## src/rtl/ag_ps2_pkg.sv

```systemverilog
// Purpose : shared types and constants for the PS/2 keyboard receiver.
// Latency : n/a (declarations only).
// Backpressure: n/a.
package ag_ps2_pkg;

    // Receiver frame-walk states: start bit seen -> 8 data -> parity -> stop.
    typedef enum logic [1:0] {
        ST_IDLE   = 2'd0,
        ST_DATA   = 2'd1,
        ST_PARITY = 2'd2,
        ST_STOP   = 2'd3
    } ps2_state_t;

    // Prefix bytes: never queued, they only tag the following scan code.
    localparam logic [7:0] PS2_EXT = 8'hE0;
    localparam logic [7:0] PS2_BRK = 8'hF0;

    // One queued scan code with its prefix tags (10 bits).
    typedef struct packed {
        logic       ext;
        logic       brk;
        logic [7:0] code;
    } ps2_entry_t;

    // PS/2 uses odd parity: data bits plus parity bit hold an odd number of ones.
    function automatic logic odd_parity_ok(input logic [7:0] dat, input logic par);
        return ^{dat, par};
    endfunction

endpackage

```

## src/rtl/ag_ps2_rx_if.sv

```systemverilog
// Purpose : scan-code handoff between the PS/2 receiver and the key register logic.
// Latency : n/a (wires only).
// Backpressure: consumer pops with code_ack while code_valid is high; entries wait otherwise.
//
// Signals: code/code_ext/code_brk/code_valid driven by the receiver (master),
//          code_ack driven by the consumer (slave).
interface ag_ps2_rx_if;
    logic [7:0] code;
    logic       code_ext;
    logic       code_brk;
    logic       code_valid;
    logic       code_ack;

    modport master (
        output code, code_ext, code_brk, code_valid,
        input  code_ack
    );

    modport slave (
        input  code, code_ext, code_brk, code_valid,
        output code_ack
    );
endinterface

```

## src/rtl/ag_ps2_fifo.sv

```systemverilog
// Purpose : small synchronous FIFO holding decoded scan-code entries.
// Latency : a push is visible at the head on the cycle after the push edge.
// Backpressure: push while full is dropped unless a pop happens the same cycle.
//
// Ports: clk, rst_n; push/push_dat in; pop in (ignored when empty);
//        pop_dat = head entry; full/empty status.
module ag_ps2_fifo #(
    parameter int DEPTH = 4,
    parameter int W     = 10
) (
    input  logic         clk,
    input  logic         rst_n,
    input  logic         push,
    input  logic [W-1:0] push_dat,
    input  logic         pop,
    output logic [W-1:0] pop_dat,
    output logic         full,
    output logic         empty
);
    localparam int            AW      = $clog2(DEPTH);
    localparam logic [AW:0]   DEPTH_C = (AW+1)'(DEPTH);

    logic [W-1:0]  mem [DEPTH];
    logic [AW-1:0] wr_ptr;
    logic [AW-1:0] rd_ptr;
    logic [AW:0]   count;
    logic          do_push;
    logic          do_pop;

    assign empty   = (count == '0);
    assign full    = (count == DEPTH_C);
    assign do_pop  = pop & ~empty;
    // A pop in the same cycle frees the slot, so a push at full still lands.
    assign do_push = push & (~full | do_pop);
    assign pop_dat = mem[rd_ptr];

    always_ff @(posedge clk or negedge rst_n) begin
        if (!rst_n) begin
            wr_ptr <= '0;
            rd_ptr <= '0;
            count  <= '0;
        end else begin
            // Pointers wrap naturally: DEPTH is a power of two.
            if (do_push) wr_ptr <= wr_ptr + AW'(1);
            if (do_pop)  rd_ptr <= rd_ptr + AW'(1);
            case ({do_push, do_pop})
                2'b10:   count <= count + (AW+1)'(1);
                2'b01:   count <= count - (AW+1)'(1);
                default: count <= count;
            endcase
        end
    end

    // Storage needs no reset: empty entries are never observed.
    always_ff @(posedge clk) begin
        if (do_push) mem[wr_ptr] <= push_dat;
    end

endmodule

```

## src/rtl/ag_ps2_rx.sv

```systemverilog
// Purpose : PS/2 keyboard receiver: synchronise + deglitch pins, decode frames,
//           queue make/break codes tagged with E0/F0 prefix flags.
// Latency : code_valid rises the cycle after the filtered stop-bit falling edge.
// Backpressure: consumer pops with code_ack; a code arriving while full is dropped (overflow pulse).
//
// Ports: clk, rst_n (async active-low); ps2_clk/ps2_data raw async pins;
//        kbd (master): code, code_ext, code_brk, code_valid out, code_ack in;
//        err_parity/err_frame/overflow one-cycle pulses; busy = frame in progress.
module ag_ps2_rx
    import ag_ps2_pkg::*;
#(
    parameter int FILTER_LEN = 4,
    parameter int TIMEOUT    = 2000,
    parameter int FIFO_DEPTH = 4
) (
    input  logic          clk,
    input  logic          rst_n,
    input  logic          ps2_clk,
    input  logic          ps2_data,
    ag_ps2_rx_if.master   kbd,
    output logic          err_parity,
    output logic          err_frame,
    output logic          overflow,
    output logic          busy
);
    localparam logic [3:0]  FL_LAST = 4'(FILTER_LEN - 1);
    localparam logic [15:0] TO_LAST = 16'(TIMEOUT - 1);

    // ------------------------------------------------------------------
    // Synchroniser + counter filter, bit 0 = ps2_clk, bit 1 = ps2_data.
    // Lines reset to 1, the idle level of an open-collector PS/2 bus.
    // ------------------------------------------------------------------
    logic [1:0] raw_lines;
    logic [1:0] filt_lines;

    assign raw_lines = {ps2_data, ps2_clk};

    for (genvar g = 0; g < 2; g++) begin : g_line
        logic       meta;
        logic       sync;
        logic       filt;
        logic [3:0] cnt;

        always_ff @(posedge clk or negedge rst_n) begin
            if (!rst_n) begin
                meta <= 1'b1;
                sync <= 1'b1;
                filt <= 1'b1;
                cnt  <= '0;
            end else begin
                meta <= raw_lines[g];
                sync <= meta;
                // Any sample agreeing with the filtered value restarts the run.
                if (sync != filt) begin
                    if (cnt == FL_LAST) begin
                        filt <= sync;
                        cnt  <= '0;
                    end else begin
                        cnt <= cnt + 4'd1;
                    end
                end else begin
                    cnt <= '0;
                end
            end
        end

        assign filt_lines[g] = filt;
    end

    logic filt_clk;
    logic filt_dat;
    logic clk_prev;
    logic fall;

    assign filt_clk = filt_lines[0];
    assign filt_dat = filt_lines[1];
    assign fall     = clk_prev & ~filt_clk;

    // ------------------------------------------------------------------
    // Scan-code queue
    // ------------------------------------------------------------------
    ps2_entry_t push_dat;
    ps2_entry_t head;
    logic       push;
    logic       pop;
    logic       fifo_full;
    logic       fifo_empty;

    ps2_state_t state;
    logic [2:0] bit_cnt;
    logic [7:0] shreg;
    logic       par_bit;
    logic [15:0] to_cnt;
    logic       ext_flag;
    logic       brk_flag;

    logic stop_fall;
    logic is_prefix;

    assign stop_fall = fall && (state == ST_STOP);
    assign is_prefix = (shreg == PS2_EXT) || (shreg == PS2_BRK);
    // Push straight from the decode cycle so the entry is at the head one cycle later.
    assign push      = stop_fall && filt_dat && odd_parity_ok(shreg, par_bit) && !is_prefix;
    assign pop       = kbd.code_ack && !fifo_empty;
    assign push_dat  = '{ext: ext_flag, brk: brk_flag, code: shreg};

    ag_ps2_fifo #(
        .DEPTH (FIFO_DEPTH),
        .W     (10)
    ) u_fifo (
        .clk      (clk),
        .rst_n    (rst_n),
        .push     (push),
        .push_dat (push_dat),
        .pop      (pop),
        .pop_dat  (head),
        .full     (fifo_full),
        .empty    (fifo_empty)
    );

    // Head is masked while empty so stale storage never reaches the outputs.
    assign kbd.code       = fifo_empty ? 8'h00 : head.code;
    assign kbd.code_ext   = fifo_empty ? 1'b0  : head.ext;
    assign kbd.code_brk   = fifo_empty ? 1'b0  : head.brk;
    assign kbd.code_valid = ~fifo_empty;

    assign busy = (state != ST_IDLE);

    // ------------------------------------------------------------------
    // Frame FSM
    // to_cnt holds the number of cycles since the last fall, so the abort
    // pulse appears exactly TIMEOUT cycles after that fall.
    // ------------------------------------------------------------------
    always_ff @(posedge clk or negedge rst_n) begin
        if (!rst_n) begin
            clk_prev   <= 1'b1;
            state      <= ST_IDLE;
            bit_cnt    <= '0;
            shreg      <= '0;
            par_bit    <= 1'b0;
            to_cnt     <= '0;
            ext_flag   <= 1'b0;
            brk_flag   <= 1'b0;
            err_parity <= 1'b0;
            err_frame  <= 1'b0;
            overflow   <= 1'b0;
        end else begin
            clk_prev   <= filt_clk;
            err_parity <= 1'b0;
            err_frame  <= 1'b0;
            overflow   <= 1'b0;

            if (state != ST_IDLE && !fall && to_cnt == TO_LAST) begin
                // Stalled frame: drop whatever was shifted in.
                err_frame <= 1'b1;
                ext_flag  <= 1'b0;
                brk_flag  <= 1'b0;
                state     <= ST_IDLE;
            end else begin
                if (fall)
                    to_cnt <= 16'd1;
                else if (state != ST_IDLE)
                    to_cnt <= to_cnt + 16'd1;

                case (state)
                    ST_IDLE: begin
                        if (fall) begin
                            if (!filt_dat) begin
                                state   <= ST_DATA;
                                bit_cnt <= '0;
                            end else begin
                                err_frame <= 1'b1;
                            end
                        end
                    end
                    ST_DATA: begin
                        if (fall) begin
                            // LSB first: each new bit enters at the top.
                            shreg <= {filt_dat, shreg[7:1]};
                            if (bit_cnt == 3'd7)
                                state <= ST_PARITY;
                            else
                                bit_cnt <= bit_cnt + 3'd1;
                        end
                    end
                    ST_PARITY: begin
                        if (fall) begin
                            par_bit <= filt_dat;
                            state   <= ST_STOP;
                        end
                    end
                    ST_STOP: begin
                        if (fall) begin
                            state <= ST_IDLE;
                            if (!filt_dat) begin
                                err_frame <= 1'b1;
                                ext_flag  <= 1'b0;
                                brk_flag  <= 1'b0;
                            end else if (!odd_parity_ok(shreg, par_bit)) begin
                                err_parity <= 1'b1;
                                ext_flag   <= 1'b0;
                                brk_flag   <= 1'b0;
                            end else if (shreg == PS2_EXT) begin
                                ext_flag <= 1'b1;
                            end else if (shreg == PS2_BRK) begin
                                brk_flag <= 1'b1;
                            end else begin
                                ext_flag <= 1'b0;
                                brk_flag <= 1'b0;
                                if (fifo_full && !pop) overflow <= 1'b1;
                            end
                        end
                    end
                    default: state <= ST_IDLE;
                endcase
            end
        end
    end

endmodule

```

## src/flat_wrapper.sv

```systemverilog
// flat-port wrapper written by rule: the top's interface ports become plain ports
module ag_ps2_rx_flat import ag_ps2_pkg::*;
#(
    parameter int FILTER_LEN = 4,
    parameter int TIMEOUT    = 2000,
    parameter int FIFO_DEPTH = 4
)
  (clk, rst_n, ps2_clk, ps2_data, err_parity, err_frame, overflow, busy, kbd_code, kbd_code_ext, kbd_code_brk, kbd_code_valid, kbd_code_ack);
  ag_ps2_rx_if kbd_i ();
  input  logic clk;
  input  logic rst_n;
  input  logic ps2_clk;
  input  logic ps2_data;
  output logic err_parity;
  output logic err_frame;
  output logic overflow;
  output logic busy;
  output wire logic [$bits(kbd_i.code)-1:0] kbd_code;
  output wire logic [$bits(kbd_i.code_ext)-1:0] kbd_code_ext;
  output wire logic [$bits(kbd_i.code_brk)-1:0] kbd_code_brk;
  output wire logic [$bits(kbd_i.code_valid)-1:0] kbd_code_valid;
  input wire logic [$bits(kbd_i.code_ack)-1:0] kbd_code_ack;
  assign kbd_code = kbd_i.code;
  assign kbd_code_ext = kbd_i.code_ext;
  assign kbd_code_brk = kbd_i.code_brk;
  assign kbd_code_valid = kbd_i.code_valid;
  assign kbd_i.code_ack = kbd_code_ack;
  ag_ps2_rx #(.FILTER_LEN(FILTER_LEN), .TIMEOUT(TIMEOUT), .FIFO_DEPTH(FIFO_DEPTH)) u_core (.clk(clk), .rst_n(rst_n), .ps2_clk(ps2_clk), .ps2_data(ps2_data), .kbd(kbd_i), .err_parity(err_parity), .err_frame(err_frame), .overflow(overflow), .busy(busy));
endmodule
```

## config.mk

```make
export PLATFORM = sky130hd
export DESIGN_NAME = ag_ps2_rx_flat
export DESIGN_NICKNAME = d
export VERILOG_FILES = /design/src/rtl/ag_ps2_pkg.sv /design/src/rtl/ag_ps2_rx_if.sv /design/src/rtl/ag_ps2_fifo.sv /design/src/rtl/ag_ps2_rx.sv /design/src/flat_wrapper.sv
export SDC_FILE = /design/constraint.sdc
export NUM_CORES = 1
export LEC_CHECK = 0
export ABC_AREA = 1
export CAP_MARGIN = 5
export CORE_ASPECT_RATIO = 1.4
export CORE_MARGIN = 2
export CORE_UTILIZATION = 40
export DETAILED_ROUTE_END_ITERATION = 12
export PLACE_DENSITY_LB_ADDON = 0.3
export SETUP_SLACK_MARGIN = 0.2
export SLEW_MARGIN = 20
export SYNTH_ARGS = -nofsm -noshare
export SYNTH_HDL_FRONTEND = slang
export SYNTH_SLANG_ARGS = --single-unit
```

## constraint.sdc

```tcl
create_clock -name clk -period 2.8 [get_ports clk]
set_input_delay 0.56 -clock clk [delete_from_list [all_inputs] [get_ports clk]]
set_output_delay 0.56 -clock clk [all_outputs]
set_load 0.05 [all_outputs]
```

-- After elaboration in Yosys (flattened, before gate mapping)
Memories as Yosys holds them, arrays and structs flattened.
Index checks and enable logic that the tools add are counted.
- word-level logic and storage cells: 154
- memory bits (writable): 40
- input port bits: 5
- memories kept: 1
- output and inout port bits: 15
- register bits: 57
- add/sub/neg operators: 8
- mux-type cells: 58
- reduce and logical (&&, ||, !) cells: 31
- equality and inequality tests: 26
- bitwise gates (word level): 8
- memories (memory ; words ; bits a word ; read ports ; clocked after memory_dff ; write ports ; RTL line ; RTL):
    u_core.u_fifo.mem ; 4 ; 10 ; 1 ; 0 ; 1 ; ag_ps2_fifo.sv:23 ; logic [W-1:0] mem [DEPTH];
- operators with widths (cell ; number):
    1-bit two-way mux ; 36
    16-bit two-way mux ; 2
    16-bit by 1-bit adder with 16-bit output, second input constant ; 1
    16-bit by 11-bit equality test with 1-bit output, second input constant ; 1
    8-bit equality test, second input constant ; 2
    4-bit two-way mux ; 4
    2-bit two-way mux ; 7
    3-bit two-way mux ; 4
    3-bit by 1-bit inequality test with 1-bit output, second input constant ; 4
    3-bit case mux with 2 select lines ; 2
    3-bit AND reduction ; 4
    6-bit AND reduction ; 2
    2-bit nonzero test ; 6
    9-bit parity ; 1
    4-bit by 1-bit adder with 4-bit output, second input constant ; 2
    4-bit by 2-bit equality test with 1-bit output, second input constant ; 2
    1-bit logical AND ; 8
    8-bit two-way mux ; 1
    2-bit case mux with 4 select lines ; 1
    3-bit by 1-bit adder with 3-bit output, second input constant ; 2
    2-bit equality test, second input constant ; 3
    3-bit equality test, second input constant ; 2
    2-bit AND reduction ; 3
    5-bit inequality test, second input constant ; 1
    other kinds (17) ; 30

-- Logic depth before layout (Yosys ltp)
- depth in word-level cells: 13
- depth in mapped cells: 17

-- Hierarchy
From an unflattened synthesis, not the netlist that was laid out.
- cells, all modules: 538
- area, all modules: 4867.2 um^2
- by module, submodules not included (module ; area each (um^2) ; cells an instance ; sequential area each (um^2) ; times used):
    ag_ps2_rx ; 2872.8 ; 368 ; 1260.0 ; 1
    ag_ps2_fifo ; 1994.4 ; 170 ; 1376.3 ; 1

-- Worst setup path before layout
No wires, ideal clock.
- path kind: register -> output
- start point: register u_core.u_fifo.count[0]
- end point: output kbd_code[0]
- path slack: 0.338 ns
- buffers on the path: 1
- cell stages (with the launch flop): 6
- arrival time: 1.902 ns
- path through: dfrtp_1 nor2_1 nand2_1 inv_1 clkbuf_1 a21oi_1
- word-level cells in the longest chain between the ends: 2
- RTL lines (element ; RTL line ; RTL):
    from (decl) ; ag_ps2_fifo.sv:26 ; logic [AW:0] count;
    from (signal assigned) ; ag_ps2_fifo.sv:47 ; 2'b10: count <= count + (AW+1)'(1);
    from (signal assigned) ; ag_ps2_fifo.sv:48 ; 2'b01: count <= count - (AW+1)'(1);
    from (signal assigned) ; ag_ps2_fifo.sv:49 ; default: count <= count;
    3-bit zero test ; ag_ps2_fifo.sv:30 ; assign empty = (count == '0);
    8-bit two-way mux ; ag_ps2_rx.sv:122 ; assign kbd.code = fifo_empty ? 8'h00 : head.code;
    to (decl) ; flat_wrapper.sv:18 ; output wire logic [$bits(kbd_i.code)-1:0] kbd_code;
No other way between the ends.

-- Final worst setup path
- start point: register u_core.u_fifo.rd_ptr[0]
- end point: output kbd_code[3]
- word-level cells in the longest chain between the ends: 2
- RTL lines (element ; RTL line ; RTL):
    from (decl) ; ag_ps2_fifo.sv:25 ; logic [AW-1:0] rd_ptr;
    from (signal assigned) ; ag_ps2_fifo.sv:45 ; if (do_pop) rd_ptr <= rd_ptr + AW'(1);
    memory read 4 x 10 bit ; - ;
    8-bit two-way mux ; ag_ps2_rx.sv:122 ;
No other way between the ends.

==> results.py <==
metrics = {
    "worst_setup_path": {
        "crit_chain": "inv_1 -> o21ai_0 -> a21oi_1 -> buf_12",
        "worstReg2RegStart": "u_core.shreg[4]",
        "worstPathArrival_ns": 1.87,
        "crit_required_ns": 2.24,
        "reg2reg_depth": 17,
        "path_buf_inv": 2,
        "path_max_fanout": 20,
        "endpoint_kind": "primary output",
        "rrSetupSlack_ns": 0.48,
        "start_kind": "flop",
        "cp_top_family": "buffers and inverters",
        "critPathMaxStageDelay_ns": 0.47,
        "cpMaxStageDelayCell": "dfrtp_1",
        "crit_type": "reg -> out",
        "reg2reg_to": "u_core.u_fifo.count[2]",
    },
    "final_layout": {
        "antenna_cells": 0,
        "drive_gt1_frac": 0.09815,
        "area_growth_pct": 14.44,
        "fill_cells": 1073,
        "fin_nets": 554,
    },
    "outcome": {
        "status": "completed",
    },
    "synth": {
        "synth_ff_type": "dfrtp_1",
        "synth_cell_type_count": 32,
        "synth-simple-area-share": 0.2102,
        "syn-instance-count": 510,
        "synth_edf_count": 40,
        "synth_seq_cells": 97,
        "synth-compound-area-share": 0.08960,
        "synthAdderAreaFrac": 0.03905,
        "synth_xor_area_frac": 0.03932,
        "async_flop_share": 0.5876,
        "synth_top_family_by_area": "simple AND/OR/NAND/NOR gates",
        "yosysWarnings": 0,
        "syn_nets": 529,
        "synthesis.area_um2": 4678,
        "yosysSeqAreaShare": 0.5635,
        "synth_mux_area_frac": 0.002407,
        "syn_area_per_cell_um2": 9.173,
    },
    "die": {
        "io_pins": 20,
        "die_x_um": 95.40,
        "die_area_um2": 12590,
        "die_y_um": 132.0,
        "start_util": 0.4105,
        "rows": 46,
        "core_area_um2": 11400,
    },
    "route": {
        "ant_nets": 0,
        "num_vias": 3407,
        "avgViaCountPerCell": 4.981,
        "post_drt_wl_per_cell_um": 13.32,
        "drt_iter0_markers": 123,
        "dr.pass1.iters": 5,
        "drc_errors": 0,
        "wl_mm": 9.110,
    },
    "placement": {
        "dp_hpwl_mm": 6.541,
        "io_buffers": 19,
        "place_congestion": 0.9056,
        "dp_slack_ns": 0.4874,
    },
    "sta": {
        "finClkSkew_ns": 0.006153,
        "post-route-period-util": 0.8696,
        "slew_viol_final": 0,
        "slew_headroom": 0.4438,
        "tightest_slew_ns": 0.8344,
        "hold_viol": 0,
        "rsz0062_at_grt": "false",
        "finalSetupViolCount": 0,
        "fin_tns_setup_ns": 0,
        "setup_ws_ns": 0.3652,
        "clock.fmax_mhz": 410.7,
        "fin_crit_ns": 2.435,
    },
    "global_routing": {
        "gr-total-overflow": 0,
        "track_usage": 0.1551,
        "grt_max_degree": 38,
        "antenna_found_initial": 0,
        "grt_pass1_wl_mm": 15.48,
        "grt_pass1_vias": 3442,
    },
    "clocking": {
        "cts_made_buffers": 9,
        "cts-root-buf": "clkbuf_16",
        "clk-insertion-delay-late_ns": 0.34,
        "htree_levels": 3,
        "clockBufferDepth": 2,
        "cts_tree": "yes",
        "clock-sinks": 97,
        "clkTransAtPathRegs_ns": 0.07,
    },
    "power": {
        "power_density_nw_per_um2": 1056,
        "peakVddDrop_mv": 0.4203,
        "power_leakage_uw": 0.002278,
    },
    "hold_path": {
        "worstHoldPathType": "in -> async",
    },
    "flow_run": {
        "cap_violations": 0,
    },
}
## cell type report
cell class	instances	area, µm²	area share
sequential	97	2638	0.4926
tap	144	180.2	0.03365
multi-input combinational	346	1780	0.3326
clock buffer	9	225.2	0.04207
timing repair buffer	27	256.5	0.04791
clock inverter	7	71.32	0.01332
inverter	54	202.7	0.03786
## metal layers
metal | global-route usage | up-vias | routed length [µm]
met4 | 0.06587 | 0 | 145
met5 | 0 | - | 0
met1 | 0.1752 | 1619 | 3797
met2 | 0.2778 | 43 | 4951
met3 | 0.03087 | 12 | 215
li1 | - | 1733 | -
## timing repair
action,in CTS,in global routing
endpoints found under the setup margin,1,8
resized for setup,1,1
hold buffers,0,0
buffers inserted,0,0
## synth_stat cells (all sizes together), types with 5 or more instances
library cell | n | area [µm²]
xnor2 | 7 | 61.31
nand3 | 22 | 110.1
nand2 | 102 | 392.9
buf | 5 | 28.77
o31ai | 11 | 82.58
nor4 | 5 | 31.28
edfxtp | 40 | 1201
ha | 13 | 162.7
dfstp | 7 | 183.9
inv | 54 | 202.7
a21oi | 18 | 90.09
nor3 | 11 | 55.05
dfrtp | 50 | 1251
o21ai | 45 | 225.2
xor2 | 14 | 122.6
nand4 | 10 | 68.81
clkbuf | 8 | 30.03
nor2 | 82 | 317.8
## metrics by stage
| step | util | total power [µW] | std cells | cell area (µm²) | hold slack [ns] |
|---|---|---|---|---|---|
| after CTS | 0.4697 | 5730 | 684 | 5353 | 0.3429 |
| after global routing | 0.4698 | 6083 | 684 | 5354 | 0.3627 |
| final | 0.4698 | 5653 | 684 | 5354 | 0.3223 |
| after floorplan | - | 3772 | 510 | 4678 | 0.2644 |
| after detailed placement | 0.4438 | 4501 | 668 | 5057 | 0.3492 |
| after global placement | 0.4438 | 4428 | 668 | 5057 | 0.3459 |
## cells in the final DEF (no fill, tap or decap), drive strengths merged, types with 9 or more instances in the layout
cell,n
nand2,102
nor2,82
inv,54
dfrtp,50
o21ai,45
edfxtp,40
nand3,22
buf,19
a21oi,18
xor2,14
ha,13
nor3,11
o31ai,11
nand4,10
clkbuf,9
## state kept, by name, indices dropped and copies added (netlist names), 2 cells and up
signal	count
u_core.u_fifo.mem	40
u_core.to_cnt	16
u_core.bit_cnt	3
u_core.u_fifo.rd_ptr	2
u_core.u_fifo.wr_ptr	2
u_core.g_line.sync	2
u_core.g_line.cnt	8
u_core.g_line.meta	2
u_core.shreg	8
u_core.state	2
u_core.u_fifo.count	3
## cells by family after synthesis
group,after synthesis
simple gates,233
mux,1
fa+ha+maj,14
buf+inv,67
flops,97
compound gates,77
xor+xnor,21
## report_power, final
| part | switching, µW | leakage (µW) | total, µW | internal (µW) |
|---|---|---|---|---|
| Combinational | 1630 | 0.00104 | 2430 | 806 |
| Sequential | 259 | 0.00110 | 2010 | 1760 |
| Clock | 516 | 0.000139 | 1210 | 690 |
## how the worst max path moves through the flow
| stage | cells past startpoint | startpoint | endpoint |
|---|---|---|---|
| 2_1_floorplan | 5 | u_core.u_fifo.count[0] | kbd_code[0] |
| 3_3_place_gp | 17 | u_core.shreg[0] | u_core.u_fifo.count[2] |
| 3_5_place_dp | 17 | u_core.shreg[0] | u_core.u_fifo.count[2] |
| 4_1_cts | 5 | u_core.u_fifo.rd_ptr[1] | kbd_code[2] |
| 5_1_grt | 4 | u_core.u_fifo.rd_ptr[0] | kbd_code[3] |
| 6_report | 4 | u_core.u_fifo.rd_ptr[0] | kbd_code[3] |
(Power assumes the default switching activity.)
